===== src/rtl/id_ex_stage.sv =====
// id_ex_stage: decode stage and ID/EX pipeline register for the 16-bit, 8-register MIPS.
// Decodes control, bypasses writeback data, detects load-use hazards and counts stall cycles.
`default_nettype none

module id_ex_stage #(
    parameter int DW = 16,
    parameter int AW = 3,
    parameter int CW = 16
) (
    input  logic          clk,
    input  logic          rst_n,
    input  logic          if_id_valid,
    input  logic [DW-1:0] if_id_instr,
    output logic [AW-1:0] ReadReg1,
    output logic [AW-1:0] ReadReg2,
    input  logic [DW-1:0] ReadData1,
    input  logic [DW-1:0] ReadData2,
    input  logic          wb_reg_write,
    input  logic [AW-1:0] wb_write_reg,
    input  logic [DW-1:0] wb_write_data,
    input  logic          flush,
    output logic          stall,
    output logic          ex_valid,
    output logic [DW-1:0] ex_rs_data,
    output logic [DW-1:0] ex_rt_data,
    output logic [DW-1:0] ex_imm,
    output logic [AW-1:0] ex_dest,
    output logic [2:0]    ex_funct,
    output logic          ex_reg_write,
    output logic          ex_mem_read,
    output logic          ex_mem_write,
    output logic          ex_alu_src,
    output logic          ex_branch,
    output logic [CW-1:0] stall_count
);

    localparam logic [3:0] c_OP_RTYPE = 4'b0000;
    localparam logic [3:0] c_OP_ADDI  = 4'b0100;
    localparam logic [3:0] c_OP_LW    = 4'b1000;
    localparam logic [3:0] c_OP_SW    = 4'b1010;
    localparam logic [3:0] c_OP_BEQ   = 4'b1100;

    logic [3:0]    opcode;
    logic [AW-1:0] rs, rt, rd;
    logic          dec_reg_write, dec_mem_read, dec_mem_write, dec_alu_src, dec_branch;
    logic          use_rs, use_rt;
    logic [AW-1:0] dec_dest;
    logic [DW-1:0] rs_data, rt_data;
    logic          hazard;

    logic          ex_valid_q, ex_reg_write_q, ex_mem_read_q, ex_mem_write_q;
    logic          ex_alu_src_q, ex_branch_q;
    logic [DW-1:0] ex_rs_data_q, ex_rt_data_q, ex_imm_q;
    logic [AW-1:0] ex_dest_q;
    logic [2:0]    ex_funct_q;
    logic [CW-1:0] stall_count_q, stall_count_d;

    assign opcode   = if_id_instr[15:12];
    assign rs       = if_id_instr[11:9];
    assign rt       = if_id_instr[8:6];
    assign rd       = if_id_instr[5:3];
    assign ReadReg1 = rs;
    assign ReadReg2 = rt;

    always_comb begin
        dec_reg_write = 1'b0;
        dec_mem_read  = 1'b0;
        dec_mem_write = 1'b0;
        dec_alu_src   = 1'b0;
        dec_branch    = 1'b0;
        use_rs        = 1'b0;
        use_rt        = 1'b0;
        dec_dest      = '0;
        case (opcode)
            c_OP_RTYPE: begin
                dec_reg_write = 1'b1;
                dec_dest      = rd;
                use_rs        = 1'b1;
                use_rt        = 1'b1;
            end
            c_OP_ADDI: begin
                dec_reg_write = 1'b1;
                dec_alu_src   = 1'b1;
                dec_dest      = rt;
                use_rs        = 1'b1;
            end
            c_OP_LW: begin
                dec_reg_write = 1'b1;
                dec_mem_read  = 1'b1;
                dec_alu_src   = 1'b1;
                dec_dest      = rt;
                use_rs        = 1'b1;
            end
            c_OP_SW: begin
                dec_mem_write = 1'b1;
                dec_alu_src   = 1'b1;
                use_rs        = 1'b1;
                use_rt        = 1'b1;
            end
            c_OP_BEQ: begin
                dec_branch    = 1'b1;
                use_rs        = 1'b1;
                use_rt        = 1'b1;
            end
            default: ;
        endcase
    end

    // Writeback bypass covers the register file's write-then-read in the same cycle.
    assign rs_data = (wb_reg_write && wb_write_reg == rs) ? wb_write_data : ReadData1;
    assign rt_data = (wb_reg_write && wb_write_reg == rt) ? wb_write_data : ReadData2;

    assign hazard = if_id_valid & ex_valid_q & ex_mem_read_q &
                    ((use_rs && ex_dest_q == rs) || (use_rt && ex_dest_q == rt));
    assign stall  = hazard & ~flush;

    assign stall_count_d = (stall && stall_count_q != {CW{1'b1}}) ?
                           stall_count_q + 1'b1 : stall_count_q;

    always_ff @(posedge clk or negedge rst_n) begin
        if (!rst_n) begin
            ex_valid_q     <= 1'b0;
            ex_reg_write_q <= 1'b0;
            ex_mem_read_q  <= 1'b0;
            ex_mem_write_q <= 1'b0;
            ex_alu_src_q   <= 1'b0;
            ex_branch_q    <= 1'b0;
            ex_rs_data_q   <= '0;
            ex_rt_data_q   <= '0;
            ex_imm_q       <= '0;
            ex_dest_q      <= '0;
            ex_funct_q     <= '0;
            stall_count_q  <= '0;
        end else begin
            stall_count_q  <= stall_count_d;
            // Data fields are captured unconditionally; they are ignored whenever the slot is a bubble.
            ex_rs_data_q   <= rs_data;
            ex_rt_data_q   <= rt_data;
            ex_imm_q       <= {{(DW-6){if_id_instr[5]}}, if_id_instr[5:0]};
            ex_dest_q      <= dec_dest;
            ex_funct_q     <= if_id_instr[2:0];
            if (flush || stall) begin
                ex_valid_q     <= 1'b0;
                ex_reg_write_q <= 1'b0;
                ex_mem_read_q  <= 1'b0;
                ex_mem_write_q <= 1'b0;
                ex_alu_src_q   <= 1'b0;
                ex_branch_q    <= 1'b0;
            end else begin
                ex_valid_q     <= if_id_valid;
                ex_reg_write_q <= if_id_valid & dec_reg_write;
                ex_mem_read_q  <= if_id_valid & dec_mem_read;
                ex_mem_write_q <= if_id_valid & dec_mem_write;
                ex_alu_src_q   <= if_id_valid & dec_alu_src;
                ex_branch_q    <= if_id_valid & dec_branch;
            end
        end
    end

    assign ex_valid     = ex_valid_q;
    assign ex_rs_data   = ex_rs_data_q;
    assign ex_rt_data   = ex_rt_data_q;
    assign ex_imm       = ex_imm_q;
    assign ex_dest      = ex_dest_q;
    assign ex_funct     = ex_funct_q;
    assign ex_reg_write = ex_reg_write_q;
    assign ex_mem_read  = ex_mem_read_q;
    assign ex_mem_write = ex_mem_write_q;
    assign ex_alu_src   = ex_alu_src_q;
    assign ex_branch    = ex_branch_q;
    assign stall_count  = stall_count_q;

endmodule

`default_nettype wire

===== config.mk =====
export PLATFORM = sky130hd
export DESIGN_NAME = id_ex_stage
export DESIGN_NICKNAME = d
export VERILOG_FILES = /design/src/rtl/id_ex_stage.sv
export SDC_FILE = /design/constraint.sdc
export NUM_CORES = 1
export LEC_CHECK = 0
export ABC_AREA = 1
export BUFFER_PORTS_ARGS = -buffer_cell sky130_fd_sc_hd__buf_2
export CAP_MARGIN = 30
export CORE_MARGIN = 5
export CORE_UTILIZATION = 46
export DETAILED_ROUTE_END_ITERATION = 7
export GPL_ROUTABILITY_DRIVEN = 0
export GPL_TIMING_DRIVEN = 0
export PLACE_DENSITY = 0.82
export REMOVE_ABC_BUFFERS = 1
export SLEW_MARGIN = 15
export SYNTH_ARGS = -nofsm -noshare
export SYNTH_HDL_FRONTEND = slang
export SYNTH_SLANG_ARGS = --single-unit

===== constraint.sdc =====
create_clock -name clk -period 1.9 [get_ports clk]
set_clock_uncertainty 0.1 [all_clocks]
set_input_delay 0.19 -clock clk [delete_from_list [all_inputs] [get_ports clk]]
set_output_delay 0.19 -clock clk [all_outputs]
set_load 0.02 [all_outputs]

Word-level counts from Yosys, hierarchy flattened --
Cells that the tools add are included.
Word-level totals: flip-flop bits (word level) 66, input bits 72
Operators by class: add/sub/neg operators 1, equality and inequality tests 9, multiplexer cells 16, bitwise operators 10, reduce and logical (&&, ||, !) cells 13
Operator list (number):
- $mux 16 | 2
- $add 16x1->16 const B | 1
- $ne 16x16->1 const B | 1
- $mux 1 | 13
- $eq 3x3->1 | 4
- $eq 4x4->1 const B | 3
- $and 1x1->1 | 9
- $reduce_or 3->1 | 3
- $pmux 3 s2 | 1
- $logic_and 1x1->1 | 5
- $reduce_or 5->1 | 1
- $eq 4x3->1 const B | 1
- $logic_not 4->1 | 1
- $logic_or 1x1->1 | 2
- $reduce_or 2->1 | 1
- $not 1->1 | 1

Logic depth before layout (Yosys ltp) --
Gate-level depths: netlist (run 1).
word-level depth 9, depth in mapped cells 10, gate-level depth less buffers 9

Least setup slack after synthesis (run 1) --
No wires, ideal clock.
path type register to register, from register stall_count_q[0], in the netlist stall_count[0], to register stall_count_q[2], in the netlist stall_count[2], library setup time 0.065 ns, data arrival time 1.570 ns, data required time 1.735 ns, slack 0.165 ns, cell stages (with the launch flop) 9, buffers on the path 1, clock period less this slack 1.735 ns, path through dfrtp_1 ha_1 nand3_1 inv_2 nand4_4 nand4_4 buf_6 nand2_1 nand2_1
On the way: longest elaborated chain between the ends 2
RTL lines:
- start, declared | RTL line 56 | logic [CW-1:0] stall_count_q, stall_count_d;
- start signal, assigned | RTL line 135 | stall_count_q <= stall_count_d;
- parallel branches: the longest is 2 deep, another holds $add 16x1->16
Several ways; the timed one is not identified. A chain may end at the register's enable or synchronous reset.

Worst setup path after layout (run 1) --
from register ex_dest_q[1], in the netlist ex_dest[1], to output port stall
On the way: longest elaborated chain between the ends 5
RTL lines:
- start, declared | RTL line 54 | logic [AW-1:0] ex_dest_q;
- start signal, assigned | RTL line 140 | ex_dest_q <= dec_dest;
- $eq 3x3->1 | RTL line 114 | ((use_rs && ex_dest_q == rs) || (use_rt && ex_dest_q == rt));
- $logic_and 1x1->1 | RTL line 114
- $logic_or 1x1->1 (*) | RTL line 114
- $and 1x1->1 (*) | RTL line 113 | assign hazard = if_id_valid & ex_valid_q & ex_mem_read_q &
- $and 1x1->1 (*) | RTL line 115 | assign stall = hazard & ~flush;
- end, declared | RTL line 22 | output logic stall,
Mark *: on every way between the ends. The rest lies on a longest branch, timed or not.

==> impl_metrics.tcl, run 1 <==
set metrics [dict create \
    synth_edf_count 0 \
    ys_dominant_reg_cell "dfrtp_1" \
    area_growth_pct 45.91 \
    crit_arrival_ns 1.55 \
    syn_avg_cell_area_um2 8.501 \
    netlist_instances 369 \
    synth.top_cells.by_area "dfrtp_1 (50%), nand2_1 (12%), o21ai_0 (5.7%)" \
    holdWs_ns -0.001797 \
    power_mw 3.331 \
    wl_per_cell_um 15.35 \
    netlist_area_um2 3137 \
    diodes 0 \
    crit_path_max_incr_delay_ns 0.38 \
    run_status "finished with violations" \
    final_area_um2 4577 \
    synth_cell_type_count 27 \
    vias 3289 \
    grt_pass1_vias 3202 \
    max-cap-violations 0 \
    antenna_left 0 \
    cp_top_family "simple AND/OR/NAND/NOR gates" \
    clockBufferDepth 2 \
    hpwl_um 6279 \
    worstMarginPinSlew_ns 0.7841 \
    ys_seq_elements 63 \
    fmax_ghz 0.5430 \
    grt_pass1_wl_um 15500 \
    start_util_pct 46.69 \
    min_period_ns 1.842 \
    path_max_fanout 4 \
    slew_headroom_pct 47.73 \
    fin_nets 630 \
    finalHoldViolations 1 \
    ys_async_sr_fraction_pct 100.0 \
    yosys_warnings 0 \
    drive_gt1_share_pct 36.48 \
    critical_path_buf_inv_count 2 \
    finalMaxSlewViolations 0 \
    viasPerCell 5.123 \
    first_pass_iters 4 \
    yosysSeqAreaShare_pct 50.26 \
    cts-root-buf "clkbuf_8" \
    setup_viol 0 \
    wl_um 9854 \
    htree_levels 3 \
    drtIter0Drc 160 \
    clkTransAtPathRegs_ns 0.07 \
    gr-total-overflow 0 \
    register_area_um2 1578 \
    clock_sinks 63 \
    cp_data_required_time_ns 1.61 \
    die_area_um2 8570 \
    chipWidth_um 92.58 \
    cts_buffers 9 \
    die-height_um 92.58 \
    n_fill_cell 475 \
    rsz0062_at_grt "yes" \
    worstSetupPathType "flop to output pin" \
    dpl_cell_area_um2 3835 \
    cts_tree "built" \
    power.density_nw_per_um2 727.7 \
    post-route-period-util_pct 96.93 \
    ir_worst_vdd_uv 601.7 \
    yosysTopAreaCell "dfrtp_1" \
    grt_start_max_net_pins 64 \
    ioPinCount 155 \
    drcViolationCount 0 \
    p_leak_nw 2.491 \
    violations "hold timing" \
    portBuffers 154 \
    cp-end-kind "output pin" \
    worstSetupStartpointType "flop" \
    grt.total_usage_pct 22.72 \
    crit_chain "inv_1, nand2_1, nand2_1, nor2_2, nand3_4, nand2_2, nand2_2, nor2_1, buf_4" \
    holdCritPathClass "primary input to flop" \
    slowest_stage "dfrtp_1" \
    core_area_um2 6719 \
    num_rows 30 \
    yosysTopAreaCellShare_pct 50.26 \
    rrSetupSlack_ns 0.10 \
    antenna_found_initial 0 \
    multi_input_area_um2 1251 \
    clock_latency_ns 0.34 \
]
-- metal layers --
metal  vias up  part of all wire (%)  track usage (%)  wire length [um]
li1       1544                     -                -                 -
met1      1552                    36            26.01              3584
met2       167                    51            38.49              5006
met3        26                    11            9.017              1079
met4         0                   1.9            7.921               184
met5         -                     0                0                 0
-- worst reg2reg max path, cell delays in order, from the launching register on --
cell and delay, ns:
dfrtp_2 0.42, ha_2 0.24, nand3_2 0.13, inv_2 0.14, nand4_4 0.25, buf_4 0.23, nand4_1 0.09, nand2_1 0.07
-- layout make-up --
cell class / instances / area share [%]
timing repair buffer: 205 / 27.67
tap: 80 / 2.187
clock inverter: 5 / 1.750
clock buffer: 11 / 3.308
multi-input combinational: 238 / 27.34
inverter: 40 / 3.280
sequential: 63 / 34.47
-- flip-flops by register name, indices dropped and copies added, names as in the netlist --
name          count
ex_branch         1
ex_rt_data       16
ex_dest           3
ex_funct          2
ex_alu_src        1
ex_mem_write      1
ex_reg_write      1
ex_imm            4
stall_count      16
ex_valid          1
ex_rs_data       16
ex_mem_read       1
-- repair_timing --
action	4_1_cts	5_1_grt
resized for setup	4	5
buffers inserted	1	8
pin swaps	4	3
hold buffers	40	0
hold endpoints to repair	100	0
gates cloned	0	1
setup endpoints to repair	17	18
-- synth_stat cells (2+ instances only) --
cell type and n:
a21oi_1 2, o21ai_0 36, nor2_2 2, inv_2 4, clkbuf_1 6, nand3_1 13, dfrtp_1 63, nand2_2 3
inv_1 35, nor2_1 24, nand4_4 2, xnor2_1 10, nand4_1 23, buf_6 2, buf_2 2, nand2_1 104
buf_4 19, nor3_1 4, xor2_1 7
-- path summary, 6_finish.rpt --
path,start,end,cells past startpoint
worst min-delay path,ReadData2[8],ex_rt_data[8],3
max in group asynchronous,rst_n,stall_count[0],2
worst min register to register,stall_count[13],stall_count[13],2
min in group asynchronous,rst_n,ex_mem_write,2
worst max-delay path,ex_dest[1],stall,9
worst max register to register,stall_count[0],stall_count[11],7
-- metrics by stage --
step | std cells | worst slack, ns | hold WS [ns] | utilization (%) | TNS (ns)
3_5_place_dp | 576 | -0.009691 | 0.1993 | 57.08 | -0.01886
2_1_floorplan | 340 | 0.01220 | -0.2056 | - | 0
6_report | 642 | 0.05834 | -0.001797 | 68.12 | 0
4_1_cts | 633 | 0.01959 | 0.00007253 | 66.78 | 0
5_1_grt | 642 | -0.06954 | 0.008717 | 68.12 | -0.07199
3_3_place_gp | 574 | -0.3320 | 0.1985 | 56.70 | -7.585
-- power breakdown --
| group | internal (mW) | switching, mW | total, mW |
|---|---|---|---|
| logic | 0.223 | 0.333 | 0.556 |
| registers | 1.41 | 0.0237 | 1.43 |
| clock network | 0.808 | 0.536 | 1.34 |
| total | 2.44 | 0.893 | 3.33 |
-- cells by family after synthesis --
kind of cell,after synthesis,synth area share [%]
fa+ha+maj,1,0.3988
compound gates,40,6.781
xor+xnor,17,4.747
buf+inv,69,11.09
simple gates,179,26.73
flops,63,50.26
-- cells in the final DEF, fill, tap and decap left out, types with 3 or more instances in the layout --
cell and instances:
buf_4 11, dfrtp_1 62, nand3_1 12, xor2_1 7
nor3_1 4, inv_2 4, nor2_1 21, nor2_2 5
dlygate4sd3_1 40, xnor2_1 10, o21ai_0 36, nand4_4 3
nand4_1 23, nand2_1 103, inv_1 35, nand2_2 4
clkbuf_8 11, buf_2 152
(Power assumes the default switching activity.)
==> run 2: changes to the inputs <==
==> constraint.sdc (replaced) <==
create_clock -name clk -period 1.9 [get_ports clk]
set_clock_uncertainty 0.1 [all_clocks]
set_input_delay 0.095 -clock clk [delete_from_list [all_inputs] [get_ports clk]]
set_output_delay 0.095 -clock clk [all_outputs]
set_load 0.02 [all_outputs]
==> impl_metrics.tcl, run 2 (same netlist as run 1, synthesis figures left out) <==
set metrics [dict create \
    run_status "finished with violations" \
    violations "hold timing" \
    chipWidth_um 92.58 \
    worstSetupStartpointType "primary input" \
    crit_chain "buf_2, dlygate4sd3_1, inv_2, nand2_1, nand2_1, nor2_2, nand3_2, nand2_4, nand2_4, nor2_1, buf_4" \
    path_max_fanout 5 \
    wl_per_cell_um 16.44 \
    drcViolationCount 0 \
    power_frac_comb_pct 19.3 \
    timing.setup.tns_ns 0 \
    rrSetupSlack_ns 0.10 \
    die_area_um2 8570 \
    seqPwrFrac_pct 41.4 \
    swShare_pct 27.41 \
    p_clk_share_pct 39.2 \
    fmax_ghz 0.5382 \
    grt.total_usage_pct 25.91 \
    p_leak_nw 2.688 \
    post-route-period-util_pct 97.78 \
    p_sw_mw 0.9498 \
    first_pass_iters 4 \
    worstSetupPathType "primary input to output pin" \
    holdCritPathClass "primary input to flop" \
    min_from "if_id_instr[15]" \
    cell_internal_pwr_mw 2.516 \
    ir_worst_vdd_uv 549.3 \
    finalHoldViolations 1 \
    clkTransAtPathRegs_ns 0.07 \
    start_util_pct 46.69 \
    slowest_stage "dlygate4sd3_1" \
    setup_viol 0 \
    clockBufferDepth 2 \
    dp_slack_ns -0.009691 \
    cp-end-kind "output pin" \
    clock_sinks 63 \
    diodes 0 \
    die-height_um 92.58 \
    hpwl_um 6279 \
    holdPathStages 4 \
    clock_latency_ns 0.34 \
    antenna_found_initial 0 \
    crit_arrival_ns 1.66 \
    num_rows 30 \
    drtIter0Drc 197 \
    min_period_ns 1.858 \
    finalMaxSlewViolations 0 \
    holdWs_ns -0.02896 \
    max-cap-violations 0 \
    grt_pass1_wl_um 17350 \
    grt_pass1_vias 3482 \
    vias 3525 \
    crit_path_max_incr_delay_ns 0.58 \
    power.density_nw_per_um2 695.6 \
    drive_gt1_share_pct 34.05 \
    ioPinCount 155 \
    grt_start_max_net_pins 64 \
    fin_ws_ns 0.04211 \
    antenna_left 0 \
    cts-root-buf "clkbuf_8" \
    final_area_um2 4982 \
    dpl_cell_area_um2 3835 \
    critical_path_buf_inv_count 4 \
    fin_nets 670 \
    worstMarginPinSlew_ns 0.7820 \
    cts_buffers 9 \
    rsz0062_at_grt "yes" \
    worstReg2RegStart "stall_count[0]" \
    holdPathEnd "ex_reg_write" \
    cts_tree "built" \
    layout_common_cells "buf_2 (152), nand2_1 (103), dlygate4sd3_1 (80)" \
    slew_headroom_pct 47.86 \
    final_common_cell "buf_2" \
    portBuffers 154 \
    post-route-util_pct 74.15 \
    viasPerCell 5.169 \
    cp_top_family "buffers and inverters" \
    htree_levels 3 \
    area_growth_pct 58.84 \
    r2r-end "stall_count[1]" \
    rr_worst_depth 7 \
    gr-total-overflow 0 \
    cp_data_required_time_ns 1.70 \
    wl_um 11220 \
    core_area_um2 6719 \
]
-- run 2: worst max-delay path by stage --
stage	endpoint	startpoint	cells after the start	slack [ns]
after CTS	stall	ex_dest[0]	9	0.008
after detailed placement	stall_count[0]	stall_count[0]	7	-0.01
final	stall	if_id_instr[7]	11	0.04
after floorplan	ex_imm[10]	ex_imm[5]	0	0.11
after global routing	stall	if_id_instr[7]	11	-0.02
after global placement	ex_rt_data[8]	if_id_instr[6]	7	-0.24
-- run 2: layout make-up --
class | instances | area [um^2]
Fill cell | 434 | 1737
Timing Repair Buffer | 245 | 1667
Sequential cell | 63 | 1577
Multi-Input combinational cell | 238 | 1257
Clock buffer | 11 | 151.4
Inverter | 40 | 150.1
Tap cell | 80 | 100.1
Clock inverter | 5 | 80.08
-- run 2: repair_timing --
action                                  in CTS  in global routing
setup buffers                                0                  9
pin swaps                                    1                  6
gates cloned                                 0                  1
endpoints found under the setup margin      16                 31
hold buffers                                80                  1
resized for setup                            1                  9
endpoints found under the hold margin      110                  1
-- run 2: power groups by stage --
| stage | Clock [mW] | Combinational (mW) | Sequential [mW] |
|---|---|---|---|
| floorplan | 0 | 0.111 | 1.57 |
| global route | 1.44 | 0.719 | 1.44 |
| CTS | 1.36 | 0.625 | 1.43 |
| finish | 1.36 | 0.670 | 1.44 |
| detailed placement | 0 | 0.471 | 1.45 |
| global placement | 0 | 0.458 | 1.45 |
-- run 2: metrics by stage --
step / hold WS, ns / std cells / power (mW)
2_1_floorplan: -0.3006 / 340 / 1.676
3_3_place_gp: 0.1035 / 574 / 1.909
3_5_place_dp: 0.1043 / 576 / 1.925
4_1_cts: 0.01052 / 672 / 3.417
5_1_grt: 0.01632 / 682 / 3.600
6_report: -0.02896 / 682 / 3.466
-- run 2: tightest hold or removal path: stages --
cell and delay, ns:
buf_2 0.11, nand2_1 0.06, inv_1 0.07, nor2_1 0.05
-- run 2: per-layer routing --
layer | vias up | GRT usage [%] | wire, um
met2 | 224 | 44.11 | 5635
met1 | 1629 | 29.68 | 4008
met4 | 0 | 10.89 | 386
met3 | 39 | 8.692 | 1184
met5 | - | 0 | 0
li1 | 1633 | - | -
==> run 3: changes to the inputs <==
PLACE_DENSITY = default   (was 0.82)
PLACE_DENSITY_LB_ADDON = 0.3   (was default)
==> impl_metrics.tcl, run 3 (same netlist as run 1, synthesis figures left out) <==
set metrics [dict create \
    run_status "finished clean" \
    path_max_fanout 4 \
    post-route-period-util_pct 94.53 \
    chipWidth_um 92.58 \
    num_rows 30 \
    first_pass_iters 5 \
    p_leak_nw 2.673 \
    power_mw 3.432 \
    antenna_found_initial 0 \
    power.density_nw_per_um2 689.3 \
    min_period_ns 1.796 \
    grt_start_max_net_pins 64 \
    cp-end-kind "output pin" \
    crit_arrival_ns 1.60 \
    setup_viol 0 \
    die-height_um 92.58 \
    fin_nets 672 \
    worstSetupPathType "primary input to output pin" \
    clockBufferDepth 2 \
    diodes 0 \
    cts_buffers 9 \
    max-cap-violations 0 \
    die_area_um2 8570 \
    vias 3498 \
    cts-root-buf "clkbuf_8" \
    drive_gt1_share_pct 33.94 \
    grt_pass1_wl_um 18000 \
    finalHoldViolations 0 \
    layout_common_cells "buf_2 (152), nand2_1 (103), dlygate4sd3_1 (81)" \
    antenna_left 0 \
    clkTransAtPathRegs_ns 0.08 \
    drtIter0Drc 190 \
    hpwl_um 6347 \
    start_util_pct 46.69 \
    grt.total_usage_pct 26.80 \
    cts_tree "built" \
    ioPinCount 155 \
    n_fill_cell 452 \
    core_area_um2 6719 \
    fin_ws_ns 0.1040 \
    rsz0062_at_grt "yes" \
    area_growth_pct 58.72 \
    clock_latency_ns 0.34 \
    worstSetupStartpointType "primary input" \
    cp_data_required_time_ns 1.70 \
    finalMaxSlewViolations 0 \
    slew_headroom_pct 46.83 \
    viasPerCell 5.114 \
    grt_pass1_vias 3670 \
    worstMarginPinSlew_ns 0.7976 \
    drcViolationCount 0 \
    final_common_cell "buf_2" \
    portBuffers 154 \
    wl_per_cell_um 17.06 \
    clock_sinks 63 \
    dp_slack_ns -0.03601 \
    gr-total-overflow 0 \
    ir_worst_vdd_uv 689.9 \
    wl_um 11670 \
    fmax_ghz 0.5568 \
    holdCritPathClass "primary input to flop" \
    htree_levels 3 \
]
## run 3: per-layer routing
metal  share of wire [%]  track usage (%)  vias to the layer above
met5                   0                0                        -
met4                 3.2            10.40                        0
met3                 9.5            8.936                       35
met2                  51            46.77                      191
met1                  37            30.11                     1649
li1                    -                -                     1623
## run 3: final timing paths
path / cells after the start / end / from / slack, ns
setup / recovery: 10 / stall / if_id_instr[12] / 0.10
hold / removal: 4 / ex_dest[1] / if_id_instr[12] / 0.01
setup reg to reg: 7 / stall_count[11] / stall_count[0] / 0.14
hold reg to reg: 2 / stall_count[13] / stall_count[13] / 0.43
max in group asynchronous: 2 / ex_branch / rst_n / 0.89
min in group asynchronous: 2 / ex_reg_write / rst_n / 0.28
## run 3: area by class of cell
type                    count  area (um^2)  area share [%]
clock inverters             7        97.59           1.960
well taps                  80        100.1           2.011
inverters                  40        150.1           3.016
repair buffers            248         1703           34.20
multi-input cells         237         1227           24.65
flip-flops and latches     63         1577           31.67
clock buffers               9        123.9           2.488
## run 3: power breakdown
group | total [mW] | switching [mW] | internal [mW]
Combinational | 0.678 | 0.376 | 0.302
Clock | 1.32 | 0.575 | 0.740
Sequential | 1.44 | 0.0311 | 1.41
## run 3: critical path, stage by stage
cell,delay (ns)
buf_2,0.12
dlygate4sd3_1,0.55
nor2_1,0.13
nand2_2,0.09
nand3_1,0.09
nand3_2,0.12
nand2_2,0.10
nand2_2,0.07
nor2_2,0.10
buf_6,0.13
## run 3: repair_timing
item / CTS / global route
endpoints found under the setup margin: 17 / 30
resized for setup: 2 / 6
hold endpoints to repair: 110 / 0
buffers inserted: 6 / 5
hold buffers: 81 / 0
pin swaps: 3 / 6
gates cloned: 0 / 0
## run 3: through the flow
step | utilization (%) | TNS, ns | instance area, um^2 | std cells | hold WS, ns
after floorplan | - | 0 | 2939 | 340 | -0.3006
after global placement | 56.70 | -3.215 | 3810 | 574 | 0.1029
after detailed placement | 57.19 | -0.3190 | 3842 | 576 | 0.1049
after CTS | 73.30 | 0 | 4925 | 679 | 0.0004232
after global routing | 74.10 | -0.009675 | 4979 | 684 | 0.01903
final | 74.10 | 0 | 4979 | 684 | 0.01141
